### config.mk
export PLATFORM = sky130hd
export DESIGN_NAME = lct_l1a_event_sequencer
export DESIGN_NICKNAME = d
export VERILOG_FILES = /design/src/rtl/odmb_seq_pkg.sv /design/src/rtl/seq_event_ram.sv /design/src/rtl/lct_l1a_event_sequencer.sv
export SDC_FILE = /design/constraint.sdc
export NUM_CORES = 2
export LEC_CHECK = 0
export ABC_AREA = 1
export ABC_CLOCK_PERIOD_IN_PS = 3200
export CELL_PAD_IN_SITES_DETAIL_PLACEMENT = 0
export CELL_PAD_IN_SITES_GLOBAL_PLACEMENT = 2
export CORE_MARGIN = 8
export CORE_UTILIZATION = 39
export DETAILED_ROUTE_END_ITERATION = 7
export PLACE_DENSITY = 0.74
export SLEW_MARGIN = 20
export SYNTH_ARGS = -nofsm -noshare
export SYNTH_HDL_FRONTEND = slang
export SYNTH_SLANG_ARGS = --single-unit
### constraint.sdc
create_clock -name clk -period 3.2 [get_ports clk]
set_clock_uncertainty 0.05 [all_clocks]
set_input_delay 0.32 -clock clk [delete_from_list [all_inputs] [get_ports clk]]
set_output_delay 0.32 -clock clk [all_outputs]
set_load 0.03 [all_outputs]
### src/rtl/odmb_seq_pkg.sv
// Purpose : shared FSM encoding and event-entry layout for the trigger-pattern player.
// Latency : n/a (types and constant helpers only).
// Backpressure: n/a.
// Entry layout, LSB first: lct[NCH-1:0], tmb_dav, alct_dav, l1a, ts[TS_W-1:0].
package odmb_seq_pkg;

  typedef enum logic [1:0] {
    ST_IDLE  = 2'd0,
    ST_FETCH = 2'd1,
    ST_RUN   = 2'd2,
    ST_DONE  = 2'd3
  } seq_state_t;

  function automatic int ent_w(input int nch, input int ts_w);
    return ts_w + 3 + nch;
  endfunction

  function automatic int off_tmb(input int nch);
    return nch;
  endfunction

  function automatic int off_alct(input int nch);
    return nch + 1;
  endfunction

  function automatic int off_l1a(input int nch);
    return nch + 2;
  endfunction

  function automatic int off_ts(input int nch);
    return nch + 3;
  endfunction

endpackage

### src/rtl/seq_event_ram.sv
// Purpose : simple dual-port event memory, one write port and one registered read port.
// Latency : read data valid one cycle after i_rd_addr; write visible to reads from the next cycle.
// Backpressure: none; both ports accept every cycle. Contents are not reset.
// Ports   : i_clk; i_wr_en/i_wr_addr/i_wr_dat write port; i_rd_addr -> o_rd_dat registered read.
module seq_event_ram #(
  parameter int DEPTH = 64,
  parameter int W     = 42,
  parameter int AW    = $clog2(DEPTH)
) (
  input  logic          i_clk,
  input  logic          i_wr_en,
  input  logic [AW-1:0] i_wr_addr,
  input  logic [W-1:0]  i_wr_dat,
  input  logic [AW-1:0] i_rd_addr,
  output logic [W-1:0]  o_rd_dat
);

  logic [W-1:0] r_mem [DEPTH];
  logic [W-1:0] r_rd_dat;

  always_ff @(posedge i_clk) begin
    if (i_wr_en) begin
      r_mem[i_wr_addr] <= i_wr_dat;
    end
  end

  always_ff @(posedge i_clk) begin
    r_rd_dat <= r_mem[i_rd_addr];
  end

  assign o_rd_dat = r_rd_dat;

endmodule

### src/rtl/lct_l1a_event_sequencer.sv
// Purpose : timestamped trigger-pattern player; replays stored L1A/ALCT/TMB/LCT events
//           when a free-running timestamp counter reaches each entry's timestamp.
// Latency : start -> FETCH -> RUN(ts_cnt=0); an event with ts=k fires 3+k cycles after start.
// Backpressure: none; en pauses the counter, stop aborts, writes are dropped while busy.
// Ports   : wr_* load entries (IDLE only); n_events/loop_mode/start/stop/en control playback;
//           l1a/alct_dav/tmb_dav/lct registered event pulses; busy/done/late_err/ev_ptr status.
module lct_l1a_event_sequencer
  import odmb_seq_pkg::*;
#(
  parameter int NCH   = 7,
  parameter int DEPTH = 64,
  parameter int TS_W  = 32,
  parameter int AW    = $clog2(DEPTH)
) (
  input  logic            clk,
  input  logic            rst,
  input  logic            wr_en,
  input  logic [AW-1:0]   wr_addr,
  input  logic [TS_W-1:0] wr_ts,
  input  logic            wr_l1a,
  input  logic            wr_alct_dav,
  input  logic            wr_tmb_dav,
  input  logic [NCH-1:0]  wr_lct,
  input  logic [AW:0]     n_events,
  input  logic            loop_mode,
  input  logic            start,
  input  logic            stop,
  input  logic            en,
  output logic            l1a,
  output logic            alct_dav,
  output logic            tmb_dav,
  output logic [NCH-1:0]  lct,
  output logic            busy,
  output logic            done,
  output logic            late_err,
  output logic [AW-1:0]   ev_ptr
);

  localparam int EW       = ent_w(NCH, TS_W);
  localparam int OFF_TMB  = off_tmb(NCH);
  localparam int OFF_ALCT = off_alct(NCH);
  localparam int OFF_L1A  = off_l1a(NCH);
  localparam int OFF_TS   = off_ts(NCH);

  seq_state_t      r_state;
  logic [TS_W-1:0] r_ts_cnt;
  logic [AW-1:0]   r_ptr;
  logic [AW:0]     r_last_idx;
  logic            r_loop;
  logic            r_l1a;
  logic            r_alct;
  logic            r_tmb;
  logic [NCH-1:0]  r_lct;
  logic            r_busy;
  logic            r_done;
  logic            r_late;

  logic            w_wr_en;
  logic [EW-1:0]   w_wr_dat;
  logic [AW-1:0]   w_rd_addr;
  logic [EW-1:0]   w_rd_dat;
  logic [TS_W-1:0] w_head_ts;
  logic            w_fire;
  logic            w_late;
  logic            w_last;

  assign w_wr_en  = wr_en && (r_state == ST_IDLE);
  assign w_wr_dat = {wr_ts, wr_l1a, wr_alct_dav, wr_tmb_dav, wr_lct};

  seq_event_ram #(
    .DEPTH (DEPTH),
    .W     (EW),
    .AW    (AW)
  ) u_ram (
    .i_clk     (clk),
    .i_wr_en   (w_wr_en),
    .i_wr_addr (wr_addr),
    .i_wr_dat  (w_wr_dat),
    .i_rd_addr (w_rd_addr),
    .o_rd_dat  (w_rd_dat)
  );

  // The RAM output register doubles as the head-entry register: it always holds
  // the entry at the address presented in the previous cycle.
  assign w_head_ts = w_rd_dat[OFF_TS +: TS_W];

  // A head already in the past fires as soon as the counter is enabled.
  assign w_late = (w_head_ts < r_ts_cnt);
  assign w_fire = (r_state == ST_RUN) && en && (w_head_ts <= r_ts_cnt);
  assign w_last = ({1'b0, r_ptr} == r_last_idx);

  // Read address runs one step ahead on a fire so back-to-back events need no bubble.
  always_comb begin
    w_rd_addr = r_ptr;
    case (r_state)
      ST_IDLE, ST_FETCH: w_rd_addr = '0;
      ST_RUN: begin
        if (w_fire) begin
          w_rd_addr = w_last ? '0 : r_ptr + 1'b1;
        end
      end
      default: w_rd_addr = r_ptr;
    endcase
  end

  always_ff @(posedge clk) begin
    if (rst) begin
      r_state    <= ST_IDLE;
      r_ts_cnt   <= '0;
      r_ptr      <= '0;
      r_last_idx <= '0;
      r_loop     <= 1'b0;
      r_l1a      <= 1'b0;
      r_alct     <= 1'b0;
      r_tmb      <= 1'b0;
      r_lct      <= '0;
      r_busy     <= 1'b0;
      r_done     <= 1'b0;
      r_late     <= 1'b0;
    end else begin
      // Event outputs and done are single-cycle pulses.
      r_l1a  <= 1'b0;
      r_alct <= 1'b0;
      r_tmb  <= 1'b0;
      r_lct  <= '0;
      r_done <= 1'b0;
      if (stop) begin
        r_state <= ST_IDLE;
        r_busy  <= 1'b0;
      end else begin
        case (r_state)
          ST_IDLE: begin
            if (start && (n_events != '0)) begin
              r_state    <= ST_FETCH;
              r_busy     <= 1'b1;
              r_ts_cnt   <= '0;
              r_ptr      <= '0;
              r_late     <= 1'b0;
              r_last_idx <= n_events - 1'b1;
              r_loop     <= loop_mode;
            end
          end
          ST_FETCH: begin
            r_state <= ST_RUN;
          end
          ST_RUN: begin
            if (en && !(&r_ts_cnt)) begin
              r_ts_cnt <= r_ts_cnt + 1'b1;
            end
            if (w_fire) begin
              r_l1a  <= w_rd_dat[OFF_L1A];
              r_alct <= w_rd_dat[OFF_ALCT];
              r_tmb  <= w_rd_dat[OFF_TMB];
              r_lct  <= w_rd_dat[NCH-1:0];
              if (w_late) begin
                r_late <= 1'b1;
              end
              if (w_last) begin
                if (r_loop) begin
                  r_ptr    <= '0;
                  r_ts_cnt <= '0;
                  r_state  <= ST_FETCH;
                end else begin
                  r_state <= ST_DONE;
                  r_done  <= 1'b1;
                end
              end else begin
                r_ptr <= r_ptr + 1'b1;
              end
            end
          end
          ST_DONE: begin
            r_state <= ST_IDLE;
            r_busy  <= 1'b0;
          end
          default: begin
            r_state <= ST_IDLE;
            r_busy  <= 1'b0;
          end
        endcase
      end
    end
  end

  assign l1a      = r_l1a;
  assign alct_dav = r_alct;
  assign tmb_dav  = r_tmb;
  assign lct      = r_lct;
  assign busy     = r_busy;
  assign done     = r_done;
  assign late_err = r_late;
  assign ev_ptr   = r_ptr;

endmodule

## After elaboration in Yosys (flattened, before gate mapping)

Memory sizes are Yosys's and may differ from the RTL's. A register that Yosys moved wholly into a read port is not among the register bits.
Cells that the tools add are included.

- Word-level logic and storage cells: 80
- Memories kept: 1
- RAM bits: 2,688
- Register bits after elaboration: 61
- Input port bits: 62
- Output and inout port bits: 19

Memory list:

| name | words | bits a word | read ports | clocked after memory_dff | write ports | line | RTL |
|---|---|---|---|---|---|---|---|
| u_ram.r_mem | 64 | 42 | 1 | 1 | 1 | seq_event_ram.sv:18 | `logic [W-1:0] r_mem [DEPTH];` |

- Equal/unequal tests: 9
- Bitwise logic cells: 4
- Add/sub/neg operators: 3
- Magnitude comparators: 2
- Muxes and demuxes: 28
- Reductions and logical operators: 21

Operator list:

| cell | count |
|---|---|
| 32-bit two-way mux | 5 |
| 32-bit case mux with 2 select lines | 1 |
| 6-bit two-way mux | 6 |
| 32-bit by 1-bit adder with 32-bit output, second input constant | 1 |
| 32-bit <= comparator | 1 |
| 32-bit < comparator | 1 |
| 32-bit AND reduction | 1 |
| 6-bit case mux with 2 select lines | 2 |
| 5-bit AND reduction | 2 |
| 3-bit AND reduction | 3 |
| 2-bit two-way mux | 4 |
| 2-bit case mux with 4 select lines | 1 |
| 6-bit by 7-bit == test with 1-bit output | 1 |
| 1-bit two-way mux | 7 |
| 7-bit nonzero test | 1 |
| 7-bit by 1-bit subtractor with 7-bit output, second input constant | 1 |
| 6-bit by 1-bit adder with 6-bit output, second input constant | 1 |
| 2-bit != test, second input constant | 3 |
| 1-bit logical AND | 5 |
| 5-bit OR reduction | 1 |
| 2-bit == test, second input constant | 2 |
| 1-bit NOT | 4 |
| 1-bit case mux with 2 select lines | 2 |
| 2-bit nonzero test | 2 |
| 8 further kinds | 9 |

## Logic depth before layout (Yosys ltp)

- Depth in word-level cells: 8
- Mapped depth: 30
- Gate-level depth less buffers: 28

## Cells and area by module

From an unflattened synthesis, not the netlist that was laid out.

- Cells, all modules: 9,549
- Area, all modules: 113,727.8 um^2

By module, submodules not included:

| module | seq. area each (um^2) | cells an instance | instances | area each (um^2) |
|---|---|---|---|---|
| seq_event_ram | 81,558.2 | 8,860 | 1 | 109,242.3 |
| lct_l1a_event_sequencer | 1,221.2 | 689 | 1 | 4,485.6 |

## Worst setup path before layout

No wires, ideal clock.

- Path kind: register to register
- Start: reg r_state[0]
- End: mem u_ram.r_mem[0][0] (enable)
- Setup slack: -250 ps
- Cell stages (with the launch flop): 6
- Required time: 2,708 ps
- Period minus slack after synthesis: 3,450 ps
- Arrival time: 2,959 ps
- Setup time: 442 ps
- Path buffers: 0
- Path through: dfxtp_1 nor2_1 inv_1 nor2_1 nand4_1 nor2_1

- Word-level cells in the longest chain between the ends: 4

RTL lines:

| what | line | RTL |
|---|---|---|
| start, declared | lct_l1a_event_sequencer.sv:45 | `seq_state_t r_state;` |
| start signal, assigned | lct_l1a_event_sequencer.sv:108 | `r_state <= ST_IDLE;` |
| start signal, assigned | lct_l1a_event_sequencer.sv:128 | `r_state <= ST_IDLE;` |
| start signal, assigned | lct_l1a_event_sequencer.sv:134 | `r_state <= ST_FETCH;` |
| 2-bit zero test | lct_l1a_event_sequencer.sv:67 | `assign w_wr_en = wr_en && (r_state == ST_IDLE);` |
| 1-bit logical AND | lct_l1a_event_sequencer.sv:67 |  |
| 1-bit two-way mux | seq_event_ram.sv:22 | `if (i_wr_en) begin` |
| 1-bit two-way mux (not written as such) | seq_event_ram.sv:23 | `r_mem[i_wr_addr] <= i_wr_dat;` |
| end, declared | seq_event_ram.sv:18 |  |

No other way between the ends.

## Worst setup path after layout

- Start: reg u_ram.r_rd_dat[37], in the netlist u_ram.o_rd_dat[37] (read register of u_ram.r_mem)
- End: reg u_ram.r_rd_dat[24], in the netlist u_ram.o_rd_dat[24] (read register of u_ram.r_mem)

- Word-level cells in the longest chain between the ends: 4

RTL lines:

| what | line | RTL |
|---|---|---|
| start, declared | seq_event_ram.sv:19 | `logic [W-1:0] r_rd_dat;` |
| 32-bit <= comparator | lct_l1a_event_sequencer.sv:89 | `assign w_fire = (r_state == ST_RUN) && en && (w_head_ts <= r_ts_cnt);` |
| 1-bit logical AND | lct_l1a_event_sequencer.sv:89 |  |
| 6-bit two-way mux | lct_l1a_event_sequencer.sv:98 | `if (w_fire) begin` |
| 6-bit case mux with 2 select lines | lct_l1a_event_sequencer.sv:95 | `case (r_state)` |

No other way between the ends.
A chain may end at the register's enable or synchronous reset.

==> run_results.csv <==
group,metric,value,unit
detailed_routing,wire_per_inst,27.7,um
sta,maxSlewHeadroom,17.9,%
synth,synth.net_count,11300,
global_route,grt_use_total,26.3,%
setup_path,r2r-start,"u_ram.o_rd_dat[37]$_DFF_P_",
clock_network,cts_tree,"built",
power,p_clk_share,44.8,%
detailed_routing,ant_nets,0,
floorplan,die_w,578,um
placed_design,placed_cell_area,0.137,mm2
setup_path,path_max_fanout,11,
synth,synth_enable_flop_cells,2688,
clock_network,clock_latency,0.91,ns
clock_network,clock_path_buffers,4,
synth,synth-async-reset-ratio,0,%
floorplan,fp.coreArea,0.314,mm2
floorplan,rows,206,
placed_design,port_buffers,80,
sta,fin_ws,-0.473,ns
placed_design,place.gp.congestion,0.842,
detailed_routing,firstDrtPassIters,6,
setup_path,start_kind,"register",
synth,netlist_instances,11200,
final_layout,nets,12300,
run_status,violations,"setup timing",
clock_network,cts_buffers,315,
power,netSwitchingPower,17.2,mW
global_route,grt_pass1_wl,639000,um
synth,synth.area.top_cells,"edfxtp_1, nand3_1, nand2_1",
synth,ys_ff_latch,2791,
sta,fin_crit_sh,115,%
global_route,overflow,0,
global_route,first_global_vias,85900,
synth,yosys_warnings,0,
hold_path,hold_path_class,"in -> reg",
detailed_routing,via_per_inst,5.45,
setup_path,required,3.93,ns
power,ir_drop,0.383,mV
final_layout,stdcell_area,0.156,mm2
sta,slew_viol_final,0,
synth,synth_area,0.123,mm2
placed_design,dp_hpwl,260000,um
clock_network,htree_levels,5,
sta,setup_tns,-15.74,ns
power,p_per_area,501,mW/mm2
clock_network,cts.sinks,2791,
detailed_routing,dr.first_iter.drc_count,11100,
global_route,grt_max_degree,65,
setup_path,endpoint_kind,"register",
setup_path,arrival,4.41,ns
global_route,antenna_found_initial,32,
power,leakagePower,61.1,nW
setup_path,timing.rr.end,"u_ram.o_rd_dat[24]$_DFF_P_",
run_status,status,"finished, violations left",
floorplan,die_y,578,um
power,p_comb_share,3.6,%
clock_network,clock-root-buffer,"clkbuf_16",
synth,ys.flop_type,"edfxtp_1",
sta,worst_slew_pin_slew,1.23,ns
power,pwr-share-seq,51.6,%
setup_path,crit_start,"u_ram.o_rd_dat[37]$_DFF_P_",
final_layout,area_delta_synth_final,26.8,%
power,p_int,60.9,mW
setup_path,cp-endpoint,"u_ram.o_rd_dat[24]$_DFF_P_",
setup_path,rrSetupSlack,-0.47,ns
final_layout,drive_above_1_share,19.0,%
sta,finalHoldViolCount,0,
synth,ys_seq_area_share,67.3,%
hold_path,worstHoldStart,"wr_tmb_dav",
detailed_routing,num_vias,90900,
sta,fmax,272,MHz
setup_path,reg2reg_depth,24,
run,maxCapViolCount,0,
synth,ys_types,44,
setup_path,crit_type,"reg -> reg",
sta,setup_viol,42,
detailed_routing,wl,461000,um
floorplan,dieArea,0.334,mm2
sta,rsz0062_at_grt,"true",
synth,yosys.area.top_type,"edfxtp_1",
clock_network,path_clk_slew,0.06,ns
floorplan,start_util,39.1,%
detailed_routing,drc,0,
synth,postSynthAreaPerCell,10.9,um2
floorplan,boundaryPins,81,
sta,final.min_clock_period,3.67,ns
final_layout,mostFrequentLayoutCell,"edfxtp_1",
power,switching_share,22.1,%
final_layout,final_cell_mix,"edfxtp_1, nand3_1, nand2_1",
synth,yosysTopAreaCellShare,65.6,%
==> worst min-delay path by stage <==
| stage | depth (start not counted) | to | slack, ns |
|---|---|---|---|
| after global routing | 2 | u_ram.r_mem[9][7]$_DFFE_PP_ | 0.07 |
| after CTS | 3 | r_last_idx[2]$_SDFFE_PP0P_ | 0.009 |
| final | 2 | u_ram.r_mem[9][7]$_DFFE_PP_ | 0.04 |
| after global placement | 2 | lct[0]$_SDFF_PP0_ | 0.35 |
| after detailed placement | 2 | lct[0]$_SDFF_PP0_ | 0.36 |
| after floorplan | 2 | alct_dav$_SDFF_PP0_ | 0.34 |
==> state kept, by name, summed over array words and instances, names as in the netlist <==
signal          cells
alct_dav            1
busy                1
done                1
ev_ptr              6
l1a                 1
late_err            1
lct                 7
r_last_idx          7
r_loop              1
r_state             2
r_ts_cnt           32
tmb_dav             1
u_ram.o_rd_dat     42
u_ram.r_mem      2688
==> cell usage after synthesis, types with 2 or more instances <==
cell / n
a211oi_1: 4
a21o_1: 2
a21oi_1: 60
a21oi_2: 2
a221oi_1: 5
a31oi_1: 4
buf_1: 40
buf_2: 385
buf_4: 127
buf_6: 17
clkbuf_1: 144
clkinv_1: 3
dfxtp_1: 103
edfxtp_1: 2688
ha_1: 36
inv_1: 1780
inv_2: 8
nand2_1: 1943
nand2_4: 4
nand3_1: 2805
nand3b_1: 841
nand4_1: 19
nor2_1: 132
nor2_2: 2
nor3_1: 13
nor4_1: 4
o211ai_1: 3
o21ai_0: 33
o21ai_1: 2
o22ai_1: 5
xnor2_1: 5
xor2_1: 5
==> routing by layer <==
metal	share of wire, %	up-vias	global-route usage (%)
li1	-	40500	-
met1	43	45600	37.3
met2	46	4000	41.8
met3	8.2	784	4.25
met4	3.4	8	7.51
met5	0.011	-	0
==> stage by stage <==
step / instances / utilization [%] / power (mW) / hold WS [ns] / setup WS, ns
floorplan: 11200 / - / 41.9 / 0.344 / -0.250
global placement: 15700 / 43.4 / 43.4 / 0.352 / -1.50
detailed placement: 15700 / 43.4 / 43.4 / 0.359 / -1.49
CTS: 16500 / 48.3 / 78.5 / 0.00888 / -0.392
global route: 16700 / 49.6 / 80.1 / 0.0672 / -0.551
finish: 16700 / 49.6 / 78.1 / 0.0402 / -0.473
==> power by group through the flow <==
stage	Sequential (mW)	Combinational (mW)	Clock, mW
detailed placement	41.0	2.37	0
finish	40.3	2.79	35.0
CTS	40.3	2.63	35.5
global route	40.3	2.96	36.9
floorplan	41.0	0.866	0
global placement	41.0	2.34	0
==> critical path: stages (launching register included) <==
cell     delay, ns
dfxtp_4       0.50
ha_4          0.26
a21oi_2       0.11
o21ai_1       0.07
nand2_1       0.06
nand2_1       0.06
a21oi_2       0.10
buf_4         0.15
nand2_4       0.06
nand2_2       0.07
nand2_4       0.07
nand2_4       0.08
nand2_4       0.07
buf_4         0.15
inv_2         0.07
o22ai_4       0.07
buf_12        0.16
inv_16        0.18
buf_16        0.20
buf_12        0.16
nand3_1       0.10
nand3_1       0.13
nand3_2       0.12
nand3_4       0.24
nand2_2       0.09
==> timing repair <==
item,CTS,global route
buffers inserted,131,90
pin swaps,86,178
hold endpoints to repair,708,128
cloned,61,50
endpoints found under the setup margin,42,162
hold buffers,27,2
resized for setup,510,475
==> final cells by class <==
cell class / instances / area, um2
sequential: 2791 / 82900
inverter: 1791 / 6790
clock buffer: 402 / 8380
clock inverter: 172 / 1430
timing repair buffer: 1394 / 18100
multi-input combinational: 5942 / 33100
antenna: 10 / 25.0
tap: 4160 / 5200
fill: 28000 / 159000
==> logic make-up after synthesis <==
group / count (synthesis) / synth area share (%)
compound gates: 128 / 0.598
fa+ha+maj: 36 / 0.366
buf+inv: 2504 / 8.53
xor+xnor: 10 / 0.0712
simple gates: 5767 / 23.1
flops: 2791 / 67.3
No activity file was read; power rests on OpenSTA's default activity.
